$ cat src/rtl/cpu_pkg.sv
// cpu_pkg: shared ISA definitions for the fetch unit and the controller FSM.
// Holds opcode/opext constants, instruction-type codes, condition codes and
// small helpers classifying immediate opcodes.
package cpu_pkg;

    // Primary opcodes, ir[15:12]
    localparam logic [3:0] OP_RTYPE = 4'b0000;
    localparam logic [3:0] OP_ANDI  = 4'b0001;
    localparam logic [3:0] OP_ORI   = 4'b0010;
    localparam logic [3:0] OP_XORI  = 4'b0011;
    localparam logic [3:0] OP_EXT   = 4'b0100;  // LOAD / STOR / JCOND group
    localparam logic [3:0] OP_ADDI  = 4'b0101;
    localparam logic [3:0] OP_ADDUI = 4'b0110;
    localparam logic [3:0] OP_ADDCI = 4'b0111;
    localparam logic [3:0] OP_SHIFT = 4'b1000;
    localparam logic [3:0] OP_SUBI  = 4'b1001;
    localparam logic [3:0] OP_SUBCI = 4'b1010;
    localparam logic [3:0] OP_CMPI  = 4'b1011;
    localparam logic [3:0] OP_BCOND = 4'b1100;
    localparam logic [3:0] OP_MOVI  = 4'b1101;
    localparam logic [3:0] OP_MULI  = 4'b1110;
    localparam logic [3:0] OP_LUI   = 4'b1111;

    // Opcode extensions within OP_EXT, ir[7:4]
    localparam logic [3:0] EXT_LOAD  = 4'b0000;
    localparam logic [3:0] EXT_STOR  = 4'b0100;
    localparam logic [3:0] EXT_JCOND = 4'b1100;

    typedef enum logic [1:0] {
        ITYPE_ALU    = 2'b00,
        ITYPE_STORE  = 2'b01,
        ITYPE_LOAD   = 2'b10,
        ITYPE_BRANCH = 2'b11
    } instr_type_e;

    // Condition codes
    localparam logic [3:0] CC_EQ = 4'b0000;
    localparam logic [3:0] CC_NE = 4'b0001;
    localparam logic [3:0] CC_CS = 4'b0010;
    localparam logic [3:0] CC_CC = 4'b0011;
    localparam logic [3:0] CC_LT = 4'b0100;
    localparam logic [3:0] CC_GE = 4'b0101;
    localparam logic [3:0] CC_LE = 4'b0110;
    localparam logic [3:0] CC_GT = 4'b0111;
    localparam logic [3:0] CC_UC = 4'b1110;

    // Arithmetic immediates: 8-bit field is sign-extended.
    function automatic logic is_arith_imm(input logic [3:0] op);
        return (op == OP_ADDI) || (op == OP_ADDUI) || (op == OP_ADDCI) ||
               (op == OP_SUBI) || (op == OP_SUBCI) || (op == OP_CMPI)  ||
               (op == OP_MULI);
    endfunction

    // Logical immediates: 8-bit field is zero-extended.
    function automatic logic is_logic_imm(input logic [3:0] op);
        return (op == OP_ANDI) || (op == OP_ORI) || (op == OP_XORI) ||
               (op == OP_MOVI) || (op == OP_LUI);
    endfunction

endpackage

$ cat src/rtl/cond_eval.sv
// cond_eval: evaluates a 4-bit branch condition against the PSR flags.
// Ports: cond[3:0] condition code, z/n/c flags in, taken out (combinational).
module cond_eval
    import cpu_pkg::*;
(
    input  logic [3:0] cond,
    input  logic       z,
    input  logic       n,
    input  logic       c,
    output logic       taken
);

    always_comb begin
        taken = 1'b0;
        case (cond)
            CC_EQ:   taken = z;
            CC_NE:   taken = !z;
            CC_CS:   taken = c;
            CC_CC:   taken = !c;
            CC_LT:   taken = n;
            CC_GE:   taken = !n;
            CC_LE:   taken = n | z;
            CC_GT:   taken = !n & !z;
            CC_UC:   taken = 1'b1;
            default: taken = 1'b0;
        endcase
    end

endmodule

$ cat src/rtl/instr_fetch_unit.sv
// instr_fetch_unit: program counter, instruction register and decode.
// Ports: clk, reset (async, active-high); pc_en / ir_en strobes from the
// controller; mem_rdata instruction word; flag_z/n/c PSR flags; jump_target
// (Rsrc for JCOND). Outputs pc (fetch address), ir, decoded instr_type,
// rdest, rsrc, imm, imm_sel, and registered branch_taken.
module instr_fetch_unit
    import cpu_pkg::*;
(
    input  logic        clk,
    input  logic        reset,
    input  logic        pc_en,
    input  logic        ir_en,
    input  logic [15:0] mem_rdata,
    input  logic        flag_z,
    input  logic        flag_n,
    input  logic        flag_c,
    input  logic [15:0] jump_target,
    output logic [15:0] pc,
    output logic [15:0] ir,
    output logic [1:0]  instr_type,
    output logic [3:0]  rdest,
    output logic [3:0]  rsrc,
    output logic [15:0] imm,
    output logic        imm_sel,
    output logic        branch_taken
);

    logic [3:0]  opcode;
    logic [3:0]  opext;
    logic        is_bcond;
    logic        is_jcond;
    logic [3:0]  cond;
    logic        cond_true;
    logic        taken;
    logic [15:0] pc_next;
    instr_type_e itype;

    assign opcode   = ir[15:12];
    assign opext    = ir[7:4];
    assign is_bcond = (opcode == OP_BCOND);
    assign is_jcond = (opcode == OP_EXT) && (opext == EXT_JCOND);

    // BCOND carries its condition in the rdest slot; JCOND in the rsrc slot.
    assign cond = is_bcond ? ir[11:8] : ir[3:0];

    cond_eval u_cond_eval (
        .cond  (cond),
        .z     (flag_z),
        .n     (flag_n),
        .c     (flag_c),
        .taken (cond_true)
    );

    assign taken = (is_bcond | is_jcond) & cond_true;

    always_comb begin
        pc_next = pc + 16'd1;
        if (is_bcond && cond_true)
            pc_next = pc + {{8{ir[7]}}, ir[7:0]};
        else if (is_jcond && cond_true)
            pc_next = jump_target;
    end

    // Decode is purely from ir so it is stable for the whole post-fetch cycle.
    always_comb begin
        itype = ITYPE_ALU;
        if (is_bcond || is_jcond)
            itype = ITYPE_BRANCH;
        else if (opcode == OP_EXT && opext == EXT_LOAD)
            itype = ITYPE_LOAD;
        else if (opcode == OP_EXT && opext == EXT_STOR)
            itype = ITYPE_STORE;
    end

    assign instr_type = itype;
    assign rdest      = ir[11:8];
    assign rsrc       = ir[3:0];
    assign imm_sel    = is_arith_imm(opcode) | is_logic_imm(opcode);
    assign imm        = is_arith_imm(opcode) ? {{8{ir[7]}}, ir[7:0]}
                                             : {8'h00, ir[7:0]};

    // pc uses the pre-edge ir, so a simultaneous ir_en does not affect it.
    always_ff @(posedge clk or posedge reset) begin
        if (reset) begin
            pc           <= '0;
            ir           <= '0;
            branch_taken <= 1'b0;
        end else begin
            if (pc_en)
                pc <= pc_next;
            if (ir_en)
                ir <= mem_rdata;
            branch_taken <= pc_en & taken;
        end
    end

endmodule

$ cat config.mk
export PLATFORM = sky130hd
export DESIGN_NAME = instr_fetch_unit
export DESIGN_NICKNAME = d
export VERILOG_FILES = /design/src/rtl/cpu_pkg.sv /design/src/rtl/cond_eval.sv /design/src/rtl/instr_fetch_unit.sv
export SDC_FILE = /design/constraint.sdc
export NUM_CORES = 1
export LEC_CHECK = 0
export BUFFER_PORTS_ARGS = -buffer_cell sky130_fd_sc_hd__buf_2
export CAP_MARGIN = 20
export CORE_MARGIN = 10
export CORE_UTILIZATION = 41
export CTS_CLUSTER_SIZE = 30
export DETAILED_ROUTE_END_ITERATION = 7
export PLACE_DENSITY_LB_ADDON = 0.12
export SLEW_MARGIN = 20
export SYNTH_ARGS = -nofsm -noshare
export SYNTH_HDL_FRONTEND = slang
export SYNTH_SLANG_ARGS = --single-unit
export TNS_END_PERCENT = 50
$ cat constraint.sdc
create_clock -name clk -period 4.65 [get_ports clk]
set_input_delay 0.93 -clock clk [delete_from_list [all_inputs] [get_ports clk]]
set_output_delay 0.93 -clock clk [all_outputs]
set_load 0.01 [all_outputs]
# Word-level counts from Yosys, hierarchy flattened
# Cells that the tools add are included.
# totals
ff_bits	33
latchBits	0
ramBits	0
mem_bits_ro	0
out_inout_bits	60
word_cells	64
memories	0
# op_classes
n_addsub	2
n_mul	0
n_div	0
n_lt_le_gt_ge	0
eq_ne	24
n_shift	0
mux	8
bitwise_logic	6
reduce_logical	21
# ops
operator	n
two-way mux 16 bit	3
== test 4 x 3 -> 1 bit (second input constant)	9
== test 4 bit (second input constant)	9
adder 16 x 1 -> 16 bit (second input constant)	1
adder 16 bit	1
== test 4 x 2 -> 1 bit (second input constant)	4
logical OR 1 bit	11
case mux 1 bit (9 select lines)	1
== test 4 x 1 -> 1 bit (second input constant)	2
zero test 4 bit	2
logical AND 1 bit	5
two-way mux 2 bit	2
two-way mux 4 bit	1
AND 1 bit	3
zero test 1 bit	3
OR 1 bit	3
two-way mux 1 bit	1

# Depth between registers and ports, before layout
# depth
word_depth	8
mapped_depth	11

# Hierarchy
# A second synthesis with hierarchy kept.
# hier_totals
hier_cells	356
area_unflattened_um2	3080.5
# by_module_without_submodules
module	instances	cells_per_inst	area_per_inst_um2	seq_area_each_um2
instr_fetch_unit	1	343	2980.4	825.8
cond_eval	1	13	100.1	0.0

# Worst setup path before layout
# OpenSTA, ideal clock, no wires.
# synth_path
path_type	input -> register
startpoint	in flag_z
endpoint	reg pc[2]
arrival_time_ps	2605
path_slack_ps	1927
stages	10
cell_sequence	nor2_1 > o21ai_2 > o32a_1 > a311o_1 > and3_1 > buf_6 > buf_6 > mux2_4 > a21oi_1 > nor2_1
# synth_between
elab_chain_cells	6
elab_cells_between_ends	8
# synth_rtl
item	line_no	source
start: declaration	instr_fetch_unit.sv:14	input logic flag_z,
zero test 1 bit	cond_eval.sv:17, cond_eval.sv:23	
AND 1 bit	cond_eval.sv:23	CC_GT: taken = !n & !z;
case mux 1 bit (9 select lines) *	cond_eval.sv:15	case (cond)
logical AND 1 bit	instr_fetch_unit.sv:60	else if (is_jcond && cond_true)
two-way mux 16 bit	instr_fetch_unit.sv:60	
two-way mux 16 bit *	instr_fetch_unit.sv:58	if (is_bcond && cond_true)
end signal: assignment	instr_fetch_unit.sv:90	pc <= pc_next;
end: declaration	instr_fetch_unit.sv:18	output logic [15:0] pc,
# Mark *: on every way between the ends. The rest lies on a longest branch, timed or not.
# A chain may end at the register's enable or synchronous reset.

# Worst setup path after layout
# layout_path
startpoint	reg ir[13]
endpoint	reg pc[14]
# layout_between
elab_chain_cells	7
elab_cells_between_ends	18
# layout_rtl
item	line_no	source
start: declaration	instr_fetch_unit.sv:19	output logic [15:0] ir,
start signal: assignment	instr_fetch_unit.sv:92	ir <= mem_rdata;
== test 4 bit	instr_fetch_unit.sv:40	assign is_bcond = (opcode == OP_BCOND);
two-way mux 4 bit	instr_fetch_unit.sv:44	assign cond = is_bcond ? ir[11:8] : ir[3:0];
== test 4 bit (tied with other cells)	cond_eval.sv:15	
case mux 1 bit (9 select lines)	cond_eval.sv:15	
logical AND 1 bit	instr_fetch_unit.sv:60	
two-way mux 16 bit	instr_fetch_unit.sv:60	
two-way mux 16 bit *	instr_fetch_unit.sv:58	
# Marked as above.

==> results.md <==
- The run finished with clean final reports.
- The analysis attributes to cell leakage a power of 1.584 nW.
- The standard cell area after detailed placement is 3312 um2.
- In this run the worst hold path is classified as reg -> reg.
- The netlist uses 45 different library cells.
- The worst slack on hold paths is 580.7 ps.
- The area share of the largest cell type after synthesis is 28.31%.
- Cells fill 49.42% of the core in the end.
- Setup repair after global routing left no endpoint under its margin.
- For the pin with the worst max-slew slack, the measured transition is 873.9 ps.
- The global-route wire length before repair is 13250 um.
- The maximum clock frequency is 0.3002 GHz.
- The switching power is 0.7138 mW.
- For the worst setup path, the data required time is 4830 ps.
- The number of enable-type register cells in the synthesized netlist is 0.
- The total area inside the core boundary comes to 6869 um2.
- The root buffer cell is sky130_fd_sc_hd__clkbuf_8.
- In the final routed layout, each cell accounts on average for 15.65 um.
- The critical path goes through and4bb_1 -> mux2i_1 -> or3_1 -> a21oi_1 -> and3_1 -> buf_4 -> mux2i_1 -> o2bb2ai_1 -> a21o_1.
- The relative contribution of the clock network to total power is 13.1%.
- Once the clock tree was built, the setup fixing pass inserted 0 buffers.
- The Yosys step of the flow raised 0 warnings.
- The quantity of hold-fixing buffers added after cts is 0.
- The final cycle utilization of the critical path is 71.63%.
- The worst-path cell with the longest stage delay is sky130_fd_sc_hd__and3_1.
- The worst slack after detailed placement is 1291 ps.
- The HPWL after detailed placement is 6197 um.
- The power per cell area is 481.1 nW/um2.
- The combined buffer and inverter count along the critical path is 1.
- The length of the first detailed-routing pass in iterations is 6.
- The number of buffers on the longest clock path is 2.
- Setup violations remaining at the end of the flow were counted as 0.
- The post-synthesis area per instance is 8.654 um2.
- In this run, the combinational gates consume 57.3% of the power.
- The number of antenna violations at the first check in global routing is 0.
- By area, the combinational part of the netlist is dominated by compound AO/OA/AOI/OAI gates.
- Adding up every negative setup slack in the final design gives 0 ps.
- For the finished layout, the period the worst path requires is 3331 ps.
- The cell type with the highest aggregate area in the netlist is sky130_fd_sc_hd__dfrtp_1.
- The final route contains 2587 vias.
- The count of maximum capacitance violations is 0.
- The total clock buffers created by CTS is 5.
- Using the TritonRoute via totals, the vias-per-cell ratio works out to 5.093.
- Data arrives at the worst endpoint at 3510 ps.
- The clock transition at the registers of the reported paths is 70 ps.
- Registers are responsible for 29.6% of the overall power.
- In this run the horizontal extent of the chip is 104.3 um.
- The floorplan step defined a die boundary enclosing 10890 um2.
- Measured against its own limit, the worst slew margin works out to 41.74%.
- The final number of hold-violating endpoints is 0.
- Net switching is 43.71% of the power.
- The layout-stage area growth over the synthesis result is 16.39%.
- Clock latency on the worst-skew pair, taken at its later pin, is 290 ps.
- The height of the chip is 104.3 um.
- By count the netlist is led by sky130_fd_sc_hd__nor2_1 (41), sky130_fd_sc_hd__dfrtp_1 (33), sky130_fd_sc_hd__a21oi_1 (26).
- Port buffering added 98 buffers.
- The largest voltage drop on the vdd net is 190.4 uV.
- The proportion of synthesized area in mux cells is 14.29%.
- The ratio of cells with drive above 1 in the final layout is 32.52%.
- The fraction of synthesis flops using an asynchronous set or reset pin is 100.0%.
- After the first detailed-routing iteration, the DRC count stood at 96.
- The multi-input combinational cells in the finished layout cover a total of 1808 um2.
- The CTS tree is built.
- The final-report max-slew violation count was 0.
- The initialized floorplan defines 30 standard-cell rows.
- Between clock sinks in the finished design, the worst skew comes to 7.165 ps.
- The final design instance area without fill is 3395 um2.
- The final RePlAce weighted congestion is 0.8165.
- The flip-flop and latch count after synthesis is 33.
- The number of diodes added for antenna fixing is 0.
- The number of instances in the synthesized netlist is 337.
- Global routing used 14.36% of the available tracks across all layers.
- The register area is 825.8 um2.
- The dominant register cell in the synthesized netlist is sky130_fd_sc_hd__dfrtp_1.
- The number of H-tree branching levels is 2.
- The adder-cell area share of the yosys netlist is 7.550%.
- Entering global routing, the biggest net connects 34 pins.
- After Yosys synthesis, XOR and XNOR cells account for 8.108% of the synthesized area.
- The cell that appears most often on the critical path is sky130_fd_sc_hd__mux2i_1.
- The synthesized-area fraction occupied by ao, oa, aoi and oai cells is 16.90%.
- Ranked by total cell area, the synthesized netlist is headed by sky130_fd_sc_hd__dfrtp_1 (28%), sky130_fd_sc_hd__mux2_2 (8.1%), sky130_fd_sc_hd__ha_1 (6.9%).
- The synthesized-area fraction occupied by and/or/nand/nor cells is 15.14%.
- The kind of critical path is reg -> reg.
- The net count of the finished layout is 467.
- Setup slack closes at 1319 ps.
- Fill cells in the final layout number 705.
- For this design the top-level I/O count stands at 99.
- The cell area after synthesis is 2917 um2.
- For this configuration, the core starts out at a cell density of 42.46%.
- The largest delay contributor family on the critical path is simple AND/OR/NAND/NOR gates.
- The proportion of synthesized chip area in sequential cells is 28.31%.
- The maximum net fanout on the critical path is 15.
- Counting every net in the synthesized netlist gives 393.
- The clock sink total is 33.
- The total length of routed wires is 7950 um.
- The total congestion overflow after global routing is 0.
- On the worst path, the slowest cell contributes a delay of 780 ps.
- The number of global-route vias before repair is 2598.
- The DRC violation count after routing is 0.
- The most frequent cell after synthesis is sky130_fd_sc_hd__nor2_1.
- The kind of start point of the critical path is a register.
- In this run, post-CTS repair resized a total of 0 instances.
- The detail route stage leaves a number of antenna-violating nets equal to 0.
- The critical path capture point type is a register.
- Cell internal power was estimated by the tool at 0.9192 mW.
-- stage by stage --
stage | power [mW] | instances
2_1_floorplan | 1.196 | 337
4_1_cts | 1.651 | 508
5_1_grt | 1.792 | 508
3_3_place_gp | 1.416 | 500
3_5_place_dp | 1.429 | 500
6_report | 1.633 | 508
-- sequential cells by signal (all words and copies together), names as in the netlist --
| name | cells |
|---|---|
| branch_taken | 1 |
| ir | 16 |
| pc | 16 |
-- path summary, 6_finish.rpt --
path | startpoint | to | slack [ps] | depth (start not counted)
setup reg to reg | ir[13] | pc[14] | 1320 | 9
min in group asynchronous | reset | pc[4] | 740 | 3
hold / removal | ir[12] | ir[12] | 580 | 1
setup / recovery | ir[13] | pc[14] | 1320 | 9
max in group asynchronous | reset | ir[5] | 3590 | 3
hold reg to reg | ir[12] | ir[12] | 580 | 1
-- worst reg2reg max path: cells and delay by family (launching register included) --
family                 cells  cell delay, ps
multiplexers               2             380
AND/OR/NAND/NOR            3            1710
AO/OA/AOI/OAI              3             470
buffers and inverters      1             270
flip-flops                 1             410
-- cells by family after synthesis --
family	after synthesis
AND/OR/NAND/NOR	97
AO/OA/AOI/OAI	80
buffers and inverters	46
multiplexers	37
flip-flops	33
XOR/XNOR	27
adder cells (fa/ha/maj)	17
-- area by class of cell --
cell class / count / area share [%]
Timing Repair Buffer: 101 / 15.11
Tap cell: 96 / 3.539
Multi-Input combinational cell: 258 / 53.26
Inverter: 12 / 1.327
Sequential cell: 33 / 24.33
Clock inverter: 2 / 0.2949
Clock buffer: 6 / 2.138
-- placed cells by master (no fill, tap or decap), drive strengths merged, types with 2 or more instances in the layout --
cell type  synthesis  layout
a211oi             4       4
a21o               7       7
a21oi             26      26
a31oi              4       4
and3               4       4
buf               27     101
clkbuf             7       6
clkinv             0       2
dfrtp             33      33
ha                16      16
inv               12      12
mux2              25      25
mux2i             12      12
nand2             22      22
nand2b             3       3
nand3             11      11
nand3b             2       2
nor2              41      41
nor3               6       6
nor4               2       2
o211ai             3       3
o21a               4       4
o21ai             21      21
o22ai              2       2
xnor2             19      19
xor2               8       8
-- power by group through the flow --
stage | sequential, mW | clock (mW) | combinational, mW
floorplan | 0.491 | 0 | 0.705
global placement | 0.488 | 0 | 0.927
detailed placement | 0.489 | 0 | 0.940
CTS | 0.483 | 0.222 | 0.946
global route | 0.503 | 0.233 | 1.06
finish | 0.483 | 0.214 | 0.936
-- routing by layer --
metal  global-route usage (%)  vias to the layer above  wire (um)
met5                        0                        -          0
met4                    2.386                        0         54
met3                    4.337                        5        423
met2                    22.47                       53       3600
li1                         -                     1333          -
met1                    19.13                     1196       3872
(Power assumes the default switching activity.)
